--- src/rtl/cache_pkg.sv ---
// Shared constants, refill FSM encoding and address-field width helpers for the cache.
// Used by the refill engine, the tag array and the byte-offset mux.
package cache_pkg;

    localparam int         LINE_BYTES     = 8;
    localparam int         OFFSET_W       = 3;
    localparam logic [7:0] BURST_LEN      = 8'd7;

    localparam logic [2:0] AXI_SIZE_1B    = 3'd0;
    localparam logic [1:0] AXI_BURST_INCR = 2'b01;
    localparam logic [1:0] AXI_RESP_OKAY  = 2'b00;

    typedef enum logic [1:0] {
        IDLE = 2'd0,
        ADDR = 2'd1,
        DATA = 2'd2,
        DONE = 2'd3
    } refill_state_t;

    function automatic int tag_width(input int addr_w, input int index_w);
        return addr_w - index_w - OFFSET_W;
    endfunction

    function automatic int index_lsb();
        return OFFSET_W;
    endfunction

endpackage

--- src/rtl/refill_line_buffer.sv ---
// Assembles byte beats into a cache line: lane k takes the k-th accepted beat.
// Once lane 7 is written the buffer saturates and ignores further beats until cleared.
module refill_line_buffer
    import cache_pkg::*;
(
    input  logic                      clk,
    input  logic                      rst,
    input  logic                      clr,
    input  logic                      wr_en,
    input  logic [7:0]                wr_data,
    output logic [8*LINE_BYTES-1:0]   line,
    output logic [OFFSET_W-1:0]       beat_cnt,
    output logic                      full
);

    localparam logic [OFFSET_W-1:0] LAST_LANE = OFFSET_W'(LINE_BYTES - 1);

    logic [OFFSET_W-1:0] cnt_reg;
    logic                full_reg;
    logic                lane_we;

    assign lane_we = wr_en && !full_reg;

    generate
        for (genvar gi = 0; gi < LINE_BYTES; gi++) begin : g_lane
            logic [7:0] lane_reg;

            always_ff @(posedge clk) begin
                if (rst || clr) begin
                    lane_reg <= '0;
                end else if (lane_we && (cnt_reg == OFFSET_W'(gi))) begin
                    lane_reg <= wr_data;
                end
            end

            assign line[8*gi +: 8] = lane_reg;
        end
    endgenerate

    // The counter parks on the last lane instead of wrapping; full marks it consumed.
    always_ff @(posedge clk) begin
        if (rst || clr) begin
            cnt_reg  <= '0;
            full_reg <= 1'b0;
        end else if (lane_we) begin
            if (cnt_reg == LAST_LANE) begin
                full_reg <= 1'b1;
            end else begin
                cnt_reg <= cnt_reg + 1'b1;
            end
        end
    end

    assign beat_cnt = cnt_reg;
    assign full     = full_reg;

endmodule

--- src/rtl/line_refill_unit.sv ---
// Cache miss refill engine: one 8-beat byte-wide INCR burst per miss, then a
// single-cycle fill strobe carrying the assembled line, index, tag and error flag.
module line_refill_unit
    import cache_pkg::*;
#(
    parameter int ADDR_W  = 32,
    parameter int INDEX_W = 4
)
(
    input  logic                                  clk,
    input  logic                                  rst,

    input  logic                                  miss_valid,
    output logic                                  miss_ready,
    input  logic [ADDR_W-1:0]                     miss_addr,

    output logic                                  m_ARVALID,
    input  logic                                  m_ARREADY,
    output logic [ADDR_W-1:0]                     m_ARADDR,
    output logic [7:0]                            m_ARLEN,
    output logic [2:0]                            m_ARSIZE,
    output logic [1:0]                            m_ARBURST,

    input  logic                                  m_RVALID,
    output logic                                  m_RREADY,
    input  logic [7:0]                            m_RDATA,
    input  logic [1:0]                            m_RRESP,
    input  logic                                  m_RLAST,

    output logic                                  fill_valid,
    output logic [8*LINE_BYTES-1:0]               fill_line,
    output logic [INDEX_W-1:0]                    fill_index,
    output logic [tag_width(ADDR_W, INDEX_W)-1:0] fill_tag,
    output logic                                  fill_err
);

    localparam int TAG_W  = tag_width(ADDR_W, INDEX_W);
    localparam int LINE_W = ADDR_W - OFFSET_W;
    localparam logic [OFFSET_W-1:0] LAST_LANE = OFFSET_W'(LINE_BYTES - 1);

    refill_state_t       state_reg;
    logic [LINE_W-1:0]   line_addr_reg;
    logic                miss_ready_reg;
    logic                arvalid_reg;
    logic                rready_reg;
    logic                fill_valid_reg;
    logic                fill_err_reg;
    logic                err_reg;

    logic                accept;
    logic                beat;
    logic                beat_err;
    logic [OFFSET_W-1:0] beat_cnt;
    logic                buf_full;
    logic                unused_offset;

    assign unused_offset = ^miss_addr[OFFSET_W-1:0];

    assign accept = (state_reg == IDLE) && miss_ready_reg && miss_valid;
    assign beat   = (state_reg == DATA) && rready_reg && m_RVALID;

    refill_line_buffer u_line_buffer (
        .clk      (clk),
        .rst      (rst),
        .clr      (accept),
        .wr_en    (beat),
        .wr_data  (m_RDATA),
        .line     (fill_line),
        .beat_cnt (beat_cnt),
        .full     (buf_full)
    );

    // A burst is bad if any response is not OKAY or RLAST misses the 8th beat.
    always_comb begin
        beat_err = 1'b0;
        if (beat) begin
            if (m_RRESP != AXI_RESP_OKAY) begin
                beat_err = 1'b1;
            end
            if (!buf_full && (beat_cnt != LAST_LANE) && m_RLAST) begin
                beat_err = 1'b1;
            end
            if (!buf_full && (beat_cnt == LAST_LANE) && !m_RLAST) begin
                beat_err = 1'b1;
            end
        end
    end

    always_ff @(posedge clk) begin
        if (rst) begin
            state_reg      <= IDLE;
            line_addr_reg  <= '0;
            miss_ready_reg <= 1'b0;
            arvalid_reg    <= 1'b0;
            rready_reg     <= 1'b0;
            fill_valid_reg <= 1'b0;
            fill_err_reg   <= 1'b0;
            err_reg        <= 1'b0;
        end else begin
            case (state_reg)
                IDLE: begin
                    miss_ready_reg <= 1'b1;
                    if (accept) begin
                        line_addr_reg  <= miss_addr[ADDR_W-1:OFFSET_W];
                        miss_ready_reg <= 1'b0;
                        arvalid_reg    <= 1'b1;
                        err_reg        <= 1'b0;
                        state_reg      <= ADDR;
                    end
                end
                ADDR: begin
                    if (m_ARREADY) begin
                        arvalid_reg <= 1'b0;
                        rready_reg  <= 1'b1;
                        state_reg   <= DATA;
                    end
                end
                DATA: begin
                    if (beat) begin
                        err_reg <= err_reg | beat_err;
                        if (m_RLAST) begin
                            rready_reg     <= 1'b0;
                            fill_valid_reg <= 1'b1;
                            fill_err_reg   <= err_reg | beat_err;
                            state_reg      <= DONE;
                        end
                    end
                end
                DONE: begin
                    fill_valid_reg <= 1'b0;
                    fill_err_reg   <= 1'b0;
                    miss_ready_reg <= 1'b1;
                    state_reg      <= IDLE;
                end
                default: begin
                    state_reg <= IDLE;
                end
            endcase
        end
    end

    assign miss_ready = miss_ready_reg;
    assign m_ARVALID  = arvalid_reg;
    assign m_ARADDR   = {line_addr_reg, {OFFSET_W{1'b0}}};
    assign m_ARLEN    = BURST_LEN;
    assign m_ARSIZE   = AXI_SIZE_1B;
    assign m_ARBURST  = AXI_BURST_INCR;
    assign m_RREADY   = rready_reg;
    assign fill_valid = fill_valid_reg;
    assign fill_err   = fill_err_reg;
    assign fill_index = line_addr_reg[INDEX_W-1:0];
    assign fill_tag   = line_addr_reg[LINE_W-1 -: TAG_W];

endmodule

--- config.mk ---
export PLATFORM = sky130hd
export DESIGN_NAME = line_refill_unit
export DESIGN_NICKNAME = d
export VERILOG_FILES = /design/src/rtl/cache_pkg.sv /design/src/rtl/refill_line_buffer.sv /design/src/rtl/line_refill_unit.sv
export SDC_FILE = /design/constraint.sdc
export NUM_CORES = 1
export LEC_CHECK = 0
export ABC_AREA = 1
export BUFFER_PORTS_ARGS = -buffer_cell sky130_fd_sc_hd__clkbuf_2
export CAP_MARGIN = 25
export CELL_PAD_IN_SITES_DETAIL_PLACEMENT = 1
export CELL_PAD_IN_SITES_GLOBAL_PLACEMENT = 1
export CORE_ASPECT_RATIO = 1.5
export CORE_UTILIZATION = 36
export CTS_CLUSTER_SIZE = 8
export DETAILED_ROUTE_END_ITERATION = 10
export HOLD_SLACK_MARGIN = 0.15
export PLACE_DENSITY_LB_ADDON = 0.1
export RECOVER_POWER = 50
export SETUP_SLACK_MARGIN = 0.1
export SLEW_MARGIN = 20
export SYNTH_ARGS = -nofsm -noshare
export SYNTH_HDL_FRONTEND = slang
export SYNTH_HIERARCHICAL = 1
export SYNTH_SLANG_ARGS = --single-unit
export TNS_END_PERCENT = 5
--- constraint.sdc ---
create_clock -name clk -period 4.1 [get_ports clk]
set_input_delay 0.41 -clock clk [delete_from_list [all_inputs] [get_ports clk]]
set_output_delay 0.41 -clock clk [all_outputs]
set_load 0.05 [all_outputs]
==> out/qor.csv <==
metric,value,unit
gp_congestion,0.761,
crit_type,flip-flop to flip-flop,
core,12400,um^2
clock_sinks,105,
grt_usage,20.1,%
drt-initial-drc-count,122,
cts_tree,built,
crit_buf_inv,3,
end_kind,flip-flop,
fp.dieW,94.2,um
fp.dieArea,13200,um^2
synthDistinctLibCells,25,
fp.dieH,140,um
leakage,2.16,nW
tightest_slew,820,ps
setup_ws,1400,ps
route.detailed.drc,0,
finish.utilization,43.1,%
path_max_fanout,51,
ys_seq_elements,105,
p_per_area,510,nW/um^2
port_buffers,171,
holdBufCountCts,0,
slowest_stage,inv_2,
start_kind,flip-flop,
cts-htree-levels,3,
antenna_left,0,
dr_wl_met2,7.13,mm
cts_setup_buffers,0,
met3_wirelength,621,um
yosysTopAreaCell,dfxtp_1,
multi_input_area,1940,um^2
cts_buffers,9,
viasPerCell,4.75,
post_cts_resized,0,
num_io_pins,191,
grt_pass1_vias,4191,
met1_length,5.10,mm
min_period,2700,ps
relSlewSlack,45.3,%
start_util,36.8,%
fmax,370,MHz
ys_seq_area_share,45.8,%
wl_per_cell,14.3,um
gr-total-overflow,0,
crit_arrival,2940,ps
rsz0062_at_grt,false,
setup_tns,0,ps
antenna_found_initial,0,
grt_max_degree,52,
cap_viol_max_count,0,
grt_first_pass_wirelength,20.8,mm
drt-total-wl,13.0,mm
dpl.hpwl,9.62,mm
setup_viol,0,
cts_buffer_depth,2,
avgSynthCellArea,7.33,um^2
max-vdd-ir-drop,197,uV
largest_reg_flops,64,
yosysWarnings,6,
cpLargestDelayFamily,buffers and inverters,
area.growth.synth_to_final,17.0,%
layout-drive-gt1-share,11.6,%
drv_slew,0,
regArea,2100,um^2
netlist_instances,626,
synth_top_area_share,45.8,%
crit_chain,inv_1 > ha_1 > nand3_2 > inv_2 > nor2_4 > buf_4 > nand2_1 > nor2_1,
syn-cell-area,4590,um^2
dp_slack,1290,ps
hp-class,primary input to flip-flop,
num_antenna_cells,0,
cp.required,4340,ps
path_clk_slew,70,ps
cts_root_buffer,clkbuf_16,
num_rows,50,
fin_skew,4.72,ps
num_vias,4337,
synth_area_leaders,"dfxtp_1 46%, nand2_1 12%, nor2_1 9.1%, nand3_1 7.7%, buf_4 7.4%",
first_pass_iters,4,
routed.top_layer,met4,
slowest_delay,700,ps
hold_viol,0,
clkLatencyLatePin,340,ps
outcome,completed,
nets,813,
fillCellCount,1711,
fin_crit_sh,65.9,%
timing.hold.ws,282,ps
routing by layer:
metal	GRT usage [%]	up-vias
met2	38.3	112
met5	0	-
met1	21.2	2044
met3	4.07	13
li1	-	2168
met4	6.56	0
cell usage in the layout, fill, tap and decap left out, types with 3 or more instances in the layout:
cell	instances
a21oi_1	56
nor2_2	8
clkbuf_16	9
inv_2	3
nand3_1	71
ha_1	10
nor2_1	111
clkbuf_1	116
dfxtp_1	105
nand2_1	145
conb_1	16
clkbuf_2	55
inv_1	31
area by class of cell:
cell class | count | area share, %
Sequential cell | 105 | 39.2
Clock inverter | 4 | 0.886
Tap cell | 156 | 3.64
Inverter | 35 | 2.45
Timing Repair Buffer | 173 | 13.5
Multi-Input combinational cell | 431 | 36.1
Clock buffer | 9 | 4.20
metrics by stage:
step | power, mW | instances | instance area (um^2)
after CTS | 2.79 | 913 | 5510
after floorplan | 1.84 | 640 | 4640
after detailed placement | 1.96 | 900 | 5240
after global routing | 2.87 | 913 | 5370
after global placement | 1.94 | 900 | 5240
final | 2.74 | 913 | 5370
cell families after synthesis:
family / Yosys count / share of synthesized area (%)
AOI/OAI and AO/OA: 62 / 6.93
adders and majority gates: 10 / 2.73
buffers and inverters: 104 / 13.1
DFF: 105 / 45.8
other: 2 / 0.164
and+or+nand+nor: 343 / 31.2
report_power, final:
part           total [mW]  internal [mW]  leakage (nW)  switching (mW)
sequential           1.13           1.08         0.848          0.0459
combinational       0.779          0.150          1.18           0.629
clock               0.831          0.461         0.133           0.369
total                2.74           1.69          2.16            1.04
Yosys cell counts:
| cell | n |
|---|---|
| buf_2 | 10 |
| clkinv_1 | 1 |
| inv_1 | 31 |
| conb_1 | 2 |
| nand2_1 | 145 |
| nand3b_1 | 2 |
| ha_1 | 10 |
| buf_1 | 3 |
| nor2_4 | 1 |
| a311oi_1 | 1 |
| buf_4 | 45 |
| nand3_2 | 2 |
| clkbuf_1 | 7 |
| o21ai_0 | 2 |
| or2_2 | 1 |
| a21oi_2 | 1 |
| inv_2 | 3 |
| nor2_2 | 9 |
| nand2_2 | 1 |
| nand3_1 | 71 |
| dfxtp_1 | 105 |
| o21ai_1 | 2 |
| nor2_1 | 111 |
| buf_6 | 4 |
| a21oi_1 | 56 |
worst paths after layout:
path,slack [ps],startpoint,to,depth (start not counted)
worst max-delay path,1400,state_reg[0]$_SDFFE_PP0P_,u_line_buffer/g_lane[1].lane_reg[6]$_SDFFE_PP0P_,8
worst min-delay path,280,m_ARREADY,m_ARVALID$_SDFFE_PP0P_,2
worst max register to register,1400,state_reg[0]$_SDFFE_PP0P_,u_line_buffer/g_lane[1].lane_reg[6]$_SDFFE_PP0P_,8
worst min register to register,470,fill_valid$_SDFFE_PP0P_,fill_valid$_SDFFE_PP0P_,2
(Power assumes the default switching activity.)
